File: src/rtl/adder_ring_counter.sv
// adder_ring_counter: counts synchronised rising edges of an adder-ring output over a timed window
// Ports:
//   wb_clk_i   - clock
//   wb_rst_n   - asynchronous active-low reset
//   ring_in    - ring chain output, asynchronous to wb_clk_i
//   start      - request a measurement (accepted only in IDLE without abort)
//   window_len - window length in clock cycles, captured at start
//   abort      - cancel a measurement in ARM or COUNT
//   count      - saturating edge count of the last window
//   busy       - high in ARM and COUNT
//   done       - one-cycle pulse when count is final
//   overflow   - sticky saturation flag, cleared by the next accepted start
module adder_ring_counter #(
    parameter int SYNC_STAGES = 2,
    parameter int COUNT_W     = 32
) (
    input  logic               wb_clk_i,
    input  logic               wb_rst_n,
    input  logic               ring_in,
    input  logic               start,
    input  logic [15:0]        window_len,
    input  logic               abort,
    output logic [COUNT_W-1:0] count,
    output logic               busy,
    output logic               done,
    output logic               overflow
);
    typedef enum logic [1:0] {S_IDLE, S_ARM, S_COUNT, S_DONE} state_t;
    state_t                   r_state;
    state_t                   w_next;
    logic [SYNC_STAGES-1:0]   r_sync;
    logic                     r_prev;
    logic [15:0]              r_timer;
    logic [COUNT_W-1:0]       r_count;
    logic                     r_ovf;
    logic                     w_edge;
    logic                     w_accept;
    assign w_edge   = r_sync[SYNC_STAGES-1] & ~r_prev;
    assign w_accept = (r_state == S_IDLE) && start && !abort;
    assign count    = r_count;
    assign overflow = r_ovf;
    assign busy     = (r_state == S_ARM) || (r_state == S_COUNT);
    // A zero-length window parks in DONE one extra cycle (timer preloaded to 1) so
    // done lands at the same start+window+2 point as every other window.
    assign done     = (r_state == S_DONE) && (r_timer == 16'd0);
    always_ff @(posedge wb_clk_i or negedge wb_rst_n) begin
        if (!wb_rst_n) begin
            r_sync <= '0;
            r_prev <= 1'b0;
        end else begin
            r_sync <= {r_sync[SYNC_STAGES-2:0], ring_in};
            r_prev <= r_sync[SYNC_STAGES-1];
        end
    end
    always_comb begin
        w_next = r_state;
        case (r_state)
            S_IDLE:  if (w_accept) w_next = (window_len == 16'd0) ? S_DONE : S_ARM;
            S_ARM:   w_next = abort ? S_IDLE : S_COUNT;
            S_COUNT: w_next = abort ? S_IDLE : ((r_timer == 16'd1) ? S_DONE : S_COUNT);
            S_DONE:  w_next = (r_timer == 16'd0) ? S_IDLE : S_DONE;
            default: w_next = S_IDLE;
        endcase
    end
    // Abort wins over counting: the edge sampled on the abort cycle is not counted.
    always_ff @(posedge wb_clk_i or negedge wb_rst_n) begin
        if (!wb_rst_n) begin
            r_state <= S_IDLE;
            r_timer <= '0;
            r_count <= '0;
            r_ovf   <= 1'b0;
        end else begin
            r_state <= w_next;
            if (w_accept) begin
                r_timer <= (window_len == 16'd0) ? 16'd1 : window_len;
                r_count <= '0;
                r_ovf   <= 1'b0;
            end else if (r_state == S_COUNT && !abort) begin
                r_timer <= r_timer - 16'd1;
                if (w_edge) begin
                    if (&r_count) r_ovf <= 1'b1;
                    else r_count <= r_count + 1'b1;
                end
            end else if (r_state == S_DONE && r_timer != 16'd0) begin
                r_timer <= r_timer - 16'd1;
            end
        end
    end
endmodule

File: config.mk
export PLATFORM = sky130hd
export DESIGN_NAME = adder_ring_counter
export DESIGN_NICKNAME = d
export VERILOG_FILES = /design/src/rtl/adder_ring_counter.sv
export SDC_FILE = /design/constraint.sdc
export NUM_CORES = 1
export LEC_CHECK = 0
export BUFFER_PORTS_ARGS = -buffer_cell sky130_fd_sc_hd__buf_4
export CORE_UTILIZATION = 60
export CTS_CLUSTER_DIAMETER = 150
export DETAILED_ROUTE_END_ITERATION = 10
export PLACE_DENSITY = 0.87
export RECOVER_POWER = 50
export SLEW_MARGIN = 20
export SYNTH_ARGS = -nofsm -noshare
export SYNTH_HDL_FRONTEND = slang
export SYNTH_SLANG_ARGS = --single-unit
File: constraint.sdc
create_clock -name wb_clk_i -period 5 [get_ports wb_clk_i]
set_input_delay 0.75 -clock wb_clk_i [delete_from_list [all_inputs] [get_ports wb_clk_i]]
set_output_delay 0.75 -clock wb_clk_i [all_outputs]
set_load 0.005 [all_outputs]
==> reports/summary.txt, run 1 <==
Total congestion overflow - 0
Dpl hpwl - 5450 um
Syn Inst Count - 353
Commonest non-fill, non-tap cells in the layout - dfrtp_1 (54), buf_4 (41), nor2_1 (33)
PortBufs - 55
# DRC - 0
Max-Cap Viols - 1
Final Power - 0.00131 W
Asr flop ratio synth - 100%
Core area - 5170 um^2
Worst setup EP type - output pin
Period utilization - 60.2%
Tightest Hold Check Type - reg -> reg
Net count reported at finish - 433
Unrepaired setup endpoints after global routing - false
CTS Buf Count - 5
Yosys cell types - 57
CTS clk-pin slew, worst paths - 100 ps
Setup TNS - 0 ps
Antenna Nets Post-Route - 0
Gr usage total - 28.5%
Leakage power - 1.57 nW
N_diodes - 0
Peak supply drop - 323 uV
Worst endpoint required time - 4250 ps
Initial core utilization - 62.8%
DIE HEIGHT - 75.6 um
Num ports - 56
P per Cell Area - 345 nW/um^2
Final Core Density - 73.6%
Sequential share of the synthesized area - 41.6%
Number of synthesized flops with an enable pin - 0
Root buf cell - clkbuf_8
Top cells by area, synth - dfrtp_1 (42%), o21ai_0 (3.9%), nor2_1 (3.8%), or3_1 (3.7%), ha_1 (3.5%)
DR vias - 3049
First-pass GRT wire length - 12500 um
Die ar. - 5710 um^2
Pins Over Slew Limit - 55
Slew @ Worst Pin - 2870 ps
Status - finished, violations left
Clock tree sinks - 54
Clk_lat worst skew - 300 ps
Buf+Inv Stages, Crit Path - 1
DRT Pass-1 Iters - 5
CP top delay family - simple AND/OR/NAND/NOR gates
Top FF cell, synth - dfrtp_1
Critical path class - reg -> out
Synth warn - 0
Max stage delay on crit path - 590 ps
Max Root-Sink Buffers - 2
Antenna violations before repair - 0
Setup violators final - 0
Startpoint type of the worst setup path - flop
Syn nets - 383
Layout cells sized above 1 - 20.8%
Num rows - 26
Post-cts sizing count - 0
Syn_area_per_cell - 9.20 um^2
Max H-tree Level - 2
Placed Area - 3680 um^2
Final hold vios - 0
Clk_skew - 12.4 ps
RePlAce Congestion - 0.869
Vias in the first global route - 2747
CP Data Arrival Time - 2260 ps
Synthesized cell area - 3250 um^2
Maximum clock rate - 332 MHz
Number of setup buffers added after CTS - 0
Violated checks - capacitance limit, slew limit
Crit Path Max Fanout - 6
Layout fillers - 406
Via density - 6.43
Hold bufs inserted after CTS - 0
CTS tree - done
Synth top area share - 41.6%
Largest net degree at the start of global routing - 55
Die Width - 75.6 um
Slew headroom - -91.1%
Total Wirelength - 7690 um
CP cell instances - or4_4 -> nor4_1 -> and4_1 -> buf_4
Synth Register Bits - 54
Crit-path slowest cell - or4_4
DR iter-0 viols - 173
P&R area growth vs syn - 17.1%
Most common cell after layout, fill and taps aside - dfrtp_1
Design Area, Final - 3800 um^2
Wirelength per Cell - 16.2 um
Fin crit period - 3010 ps
Area leader, netlist - dfrtp_1
==> layer usage <==
layer	GRT usage, %	share of wire [%]	vias to the layer above
met2	47.1	49	108
li1	-	-	1442
met1	39.7	45	1490
met4	6.79	0.85	0
met5	0	0	-
met3	4.37	5.0	9
==> worst register-to-register path, stage by stage (launching register included) <==
cell,delay (ps)
dfrtp_1,450
inv_1,120
ha_1,180
or4b_2,580
or4_4,480
o211ai_1,580
o21ai_0,150
a31o_2,230
==> cells by family (layout without fill, tap and decap cells) <==
group / count (synthesis) / after routing / share of synthesized area (%)
multiplexers: 4 / 4 / 1.43
AND/OR/NAND/NOR: 155 / 155 / 27.4
adder cells (fa/ha/maj): 9 / 9 / 3.47
XOR/XNOR: 14 / 14 / 3.78
flip-flops: 54 / 54 / 41.6
buffers and inverters: 27 / 78 / 4.08
AO/OA/AOI/OAI: 90 / 90 / 18.3
==> sequential cells by signal, summed over array words and instances, names as in the netlist <==
| name | flops |
|---|---|
| count | 32 |
| overflow | 1 |
| r_prev | 1 |
| r_state | 2 |
| r_sync | 2 |
| r_timer | 16 |
==> cell usage after synthesis (2+ instances only) <==
cell type / instances
or4_4: 3
o311ai_1: 2
nor3_1: 5
and3_1: 4
dfrtp_1: 54
a311oi_1: 2
clkbuf_1: 10
nand3_1: 11
o211ai_1: 6
o2111ai_1: 6
nand2b_1: 3
nand4_1: 12
a31o_2: 2
a31oi_1: 13
xor2_1: 5
inv_1: 12
nand2_1: 23
a21oi_1: 18
buf_6: 2
or3_1: 19
nor2_1: 33
o21ai_0: 25
or4b_2: 2
nor2b_1: 3
nor4_1: 9
mux2i_1: 2
a2111oi_0: 3
and4_1: 4
o31ai_1: 5
or2_2: 3
or4_1: 9
xnor2_1: 9
nor3b_1: 2
ha_1: 9
==> through the flow <==
step,std cells,setup slack [ps],hold WS [ps]
6_report,474,1990,381
5_1_grt,474,1460,385
4_1_cts,473,2010,386
3_5_place_dp,465,2110,360
3_3_place_gp,465,2220,337
2_1_floorplan,353,2420,331
==> path summary, 6_finish.rpt <==
| path | cells past startpoint | startpoint | end | slack (ps) |
|---|---|---|---|---|
| max | 4 | r_timer[7] | done | 1990 |
| min | 0 | r_sync[0] | r_sync[1] | 380 |
| max reg2reg | 7 | r_timer[0] | r_timer[3] | 2120 |
| min reg2reg | 0 | r_sync[0] | r_sync[1] | 380 |
| max in group asynchronous | 1 | wb_rst_n | count[18] | 2010 |
| min in group asynchronous | 1 | wb_rst_n | r_timer[15] | 1350 |
==> final cells by class <==
type | instances | area [um^2] | area share [%]
multi-input combinational | 272 | 1780 | 46.7
sequential | 54 | 1350 | 35.5
timing repair buffer | 58 | 432 | 11.3
tap | 70 | 87.6 | 2.30
clock buffer | 5 | 68.8 | 1.81
inverter | 12 | 45.0 | 1.18
clock inverter | 3 | 43.8 | 1.15
==> power by group <==
group	switching [W]	leakage [nW]	total (W)	internal [W]
logic	0.000221	0.801	0.000409	0.000188
clock network	0.000147	0.0585	0.000297	0.000150
registers	0.0000929	0.705	0.000607	0.000515
total	0.000461	1.57	0.00131	0.000853
(Power assumes the default switching activity.)
==> run 2: changes to the inputs <==
- CORE_UTILIZATION: 60 -> 51
- PLACE_DENSITY: 0.87 -> 0.78
- clock period: 5 -> 2.7 ns (I/O delays scaled with it)
==> run 2 against run 1 <==
  * The flow now finishes without violations
  * Sequential power increased by 83%
  * Clock skew down 1.9 ps
  * Count of clock-buffer cells in the layout up 1
  * Setup slack got worse by 1900 ps
  * Core utilization shrank 7.9 points
  * Critical path type is now reg -> reg
  * Largest cell class unchanged
==> reports/summary.txt, run 2 (same netlist as run 1, synthesis figures left out) <==
Status - finished clean
Wirelength per Cell - 16.1 um
CTS Buf Count - 5
Worst slack at placement - 95.6 ps
Placed Area - 3770 um^2
Total Wirelength - 7890 um
Slew headroom - 10.6%
CTS clk-pin slew, worst paths - 100 ps
Net count reported at finish - 445
Pins Over Slew Limit - 0
Root buf cell - clkbuf_8
Dpl hpwl - 5410 um
Maximum clock rate - 380 MHz
Final hold vios - 0
Peak supply drop - 586 uV
CTS tree - done
Max reg flops - 32
Antenna violations before repair - 0
PortBufs - 55
Clock tree sinks - 54
Fin crit period - 2630 ps
Clk_lat worst skew - 320 ps
Via density - 6.22
DR iter-0 viols - 270
Design Area, Final - 3960 um^2
Total congestion overflow - 0
Die Width - 81.8 um
Max H-tree Level - 2
Clk_skew - 10.5 ps
Hold_ws - 213 ps
Core area - 6030 um^2
Worst setup EP type - flop
Gr usage total - 25.0%
# DRC - 0
Cells on worst reg2reg path - 7
Period utilization - 97.5%
Hold path cells - 1
Critical path class - reg -> reg
P per Cell Area - 664 nW/um^2
Fin worst setup slack - 68.5 ps
Worst endpoint required time - 2890 ps
Antenna Nets Post-Route - 0
Slew @ Worst Pin - 1340 ps
Commonest non-fill, non-tap cells in the layout - dfrtp_1 (54), buf_4 (53), nor2_1 (33)
DRT Pass-1 Iters - 4
Num ports - 56
FF-to-FF setup slack - 70 ps
Reg-to-Reg Start - r_timer[1]
Critical R2R Capture - r_state[1]
Hold bufs inserted after CTS - 0
Setup violators final - 0
Vias in the first global route - 2796
Layout cells sized above 1 - 24.3%
Hold Path End - r_sync[0]
Initial core utilization - 53.9%
N_diodes - 0
Crit Path Max Fanout - 7
P&R area growth vs syn - 21.8%
RePlAce Congestion - 0.834
Most common cell after layout, fill and taps aside - dfrtp_1
Final Power - 0.00263 W
CP Data Arrival Time - 2820 ps
Num rows - 28
Min-delay src - ring_in
Max-Cap Viols - 0
Leakage power - 1.64 nW
First-pass GRT wire length - 13000 um
DR vias - 3056
Die ar. - 6690 um^2
DIE HEIGHT - 81.8 um
Max Root-Sink Buffers - 2
Setup TNS - 0 ps
Startpoint type of the worst setup path - flop
Tightest Hold Check Type - in -> reg
Largest net degree at the start of global routing - 55
[run 2: cell types whose count changed in the layout (fill, tap and decap cells not counted), sizes merged]
cell,previous run,this run
buf,42,54
bufinv,1,2
clkbuf,21,22
clkinv,1,0
inv,13,12
[run 2: worst max-delay path: stages, from the launching register on]
cell and delay [ps]:
dfrtp_1 410, inv_2 110, ha_4 140, or4b_2 590
or4_4 550, o31a_4 340, o311ai_2 270, o21ai_1 100
[run 2: routing by layer]
| layer | routed length [um] | global-route usage (%) | vias to the layer above |
|---|---|---|---|
| met2 | 3670 | 39.0 | 87 |
| met3 | 391 | 3.56 | 11 |
| met4 | 104 | 6.14 | 0 |
| met1 | 3730 | 36.3 | 1494 |
| li1 | - | - | 1464 |
| met5 | 0 | 0 | - |
[run 2: how the worst max path moves through the flow]
stage | startpoint | to | slack (ps)
2_1_floorplan | r_timer[0] | r_state[1] | 120
3_3_place_gp | r_timer[1] | r_state[1] | 150
3_5_place_dp | r_timer[1] | r_state[1] | 100
4_1_cts | r_timer[1] | r_state[1] | 70
5_1_grt | r_timer[1] | r_state[1] | -40
6_report | r_timer[1] | r_state[1] | 70
[run 2: area by class of cell]
type / count / area (um^2)
fill: 497 / 2070
multi-input combinational: 272 / 1790
sequential: 54 / 1350
timing repair buffer: 70 / 536
tap: 75 / 93.8
clock buffer: 6 / 82.6
clock inverter: 2 / 60.1
inverter: 12 / 45.0
[run 2: per-stage QoR]
step | instances | utilization (%)
floorplan | 353 | -
finish | 491 | 65.7
global route | 491 | 65.7
detailed placement | 481 | 62.6
global placement | 481 | 62.6
CTS | 489 | 64.9
[run 2: report_power, final]
part           total (W)  switching (W)  internal, W
Combinational   0.000840       0.000453     0.000387
Sequential       0.00111       0.000159     0.000953
Clock           0.000675       0.000279     0.000396
Total            0.00263       0.000892      0.00174
[run 2: what timing repair did]
item	in CTS	in global routing
setup endpoints to repair	0	3
resized for setup	0	7
setup buffers	0	2
==> run 3: changes to the inputs <==
- clock period: 2.7 -> 2.2 ns (I/O delays scaled with it)
==> run 3 against run 2 <==
  * The run now ends with setup timing left
  * Core utilization is 8.5 points higher
  * First-iteration DRC count is 5.6% higher
  * Combinational power is 68% higher
  * Wire length is 16% higher
  * Critical path type unchanged
  * Largest cell class unchanged
  * Largest power group is now combinational logic
==> reports/summary.txt, run 3 (same netlist as run 1, synthesis figures left out) <==
Largest net degree at the start of global routing - 55
Root buf cell - clkbuf_8
Wirelength per Cell - 17.1 um
Max Root-Sink Buffers - 2
Worst setup EP type - flop
Core area - 6030 um^2
N_diodes - 0
Multi-input gate area - 2030 um^2
Crit Path Max Fanout - 5
CTS clk-pin slew, worst paths - 100 ps
Dpl hpwl - 6200 um
Status - finished, violations left
Layout cells sized above 1 - 37.6%
Leakage power - 1.90 nW
Unrepaired setup endpoints after global routing - true
Initial core utilization - 53.9%
Final Core Density - 74.2%
Gr usage total - 28.7%
Most common cell after layout, fill and taps aside - buf_4
Total Wirelength - 9140 um
Net count reported at finish - 487
Final Power - 0.00332 W
Period utilization - 110%
Reg-to-Reg Start - r_timer[7]
Fin worst setup slack - -210 ps
Clk_lat worst skew - 310 ps
Clk_skew - 10.6 ps
Hold bufs inserted after CTS - 0
Peak supply drop - 643 uV
Reg area - 1350 um^2
Antenna Nets Post-Route - 0
P&R area growth vs syn - 37.6%
P per Cell Area - 743 nW/um^2
First-pass GRT wire length - 14800 um
DR vias - 3316
Placed Area - 4080 um^2
Antenna violations before repair - 0
RePlAce Congestion - 0.856
Commonest non-fill, non-tap cells in the layout - buf_4 (104), dfrtp_1 (54), nor2_1 (31)
CTS tree - done
Min-delay src - ring_in
Maximum clock rate - 415 MHz
Max H-tree Level - 2
CP Data Arrival Time - 2600 ps
Max reg flops - 32
Startpoint type of the worst setup path - flop
DR iter-0 viols - 285
Vias in the first global route - 3198
Fin crit period - 2410 ps
Via density - 6.22
Critical path class - reg -> reg
Design Area, Final - 4470 um^2
Layout fillers - 448
Tightest Hold Check Type - in -> reg
Pins Over Slew Limit - 0
Violated checks - setup timing
CTS Buf Count - 5
Setup violators final - 18
DRT Pass-1 Iters - 4
Num rows - 28
Worst endpoint required time - 2390 ps
Slew headroom - 9.61%
# DRC - 0
Max-Cap Viols - 0
Final hold vios - 0
DIE HEIGHT - 81.8 um
Slew @ Worst Pin - 1360 ps
Num ports - 56
PortBufs - 55
Clock tree sinks - 54
Die ar. - 6690 um^2
Total congestion overflow - 0
Die Width - 81.8 um
Setup crit start - r_timer[7]
## run 3: path summary, 6_finish.rpt
kind | to | slack (ps) | cells past startpoint
max in group asynchronous | r_state[0] | 1060 | 1
min in group asynchronous | r_timer[8] | 310 | 1
hold reg to reg | r_sync[1] | 350 | 0
hold / removal | r_sync[0] | 150 | 1
setup reg to reg | r_timer[4] | -210 | 7
setup / recovery | r_timer[4] | -210 | 7
## run 3: report_power, final
part           switching [W]  internal [W]
Clock               0.000323      0.000255
Combinational       0.000708      0.000701
Sequential          0.000164       0.00117
## run 3: repair_timing
item	4_1_cts	5_1_grt
buffers inserted	4	8
setup endpoints to repair	28	38
gates resized for setup	18	23
pin swaps	18	13
## run 3: metrics by stage
| step | hold slack, ps | instances | TNS, ps | setup slack, ps |
|---|---|---|---|---|
| 2_1_floorplan | 34.4 | 353 | -2280 | -268 |
| 3_3_place_gp | 334 | 513 | -1810 | -136 |
| 3_5_place_dp | 335 | 513 | -3130 | -205 |
| 4_1_cts | 82.7 | 525 | -1590 | -132 |
| 5_1_grt | 139 | 533 | -3450 | -250 |
| 6_report | 151 | 533 | -2030 | -210 |
## run 3: final cells by class
class / instances / share of cell area, %
Tap cell: 75 / 2.10
Sequential cell: 54 / 30.2
Multi-Input combinational cell: 272 / 45.3
Clock buffer: 7 / 1.93
Inverter: 12 / 1.01
Timing Repair Buffer: 112 / 19.3
Clock inverter: 1 / 0.112
## run 3: worst max-delay path, stage by stage, from the launching register on
cell      delay (ps)
dfrtp_1          400
or4_4            570
or4_4            550
buf_4            180
o211ai_1         180
buf_4            160
xor2_1           160
o21ai_0          100
## run 3: layer usage
layer,global-route usage (%),routed length [um]
met4,12.5,200
met1,38.3,4050
met3,4.22,455
met2,46.0,4430
met5,0,0
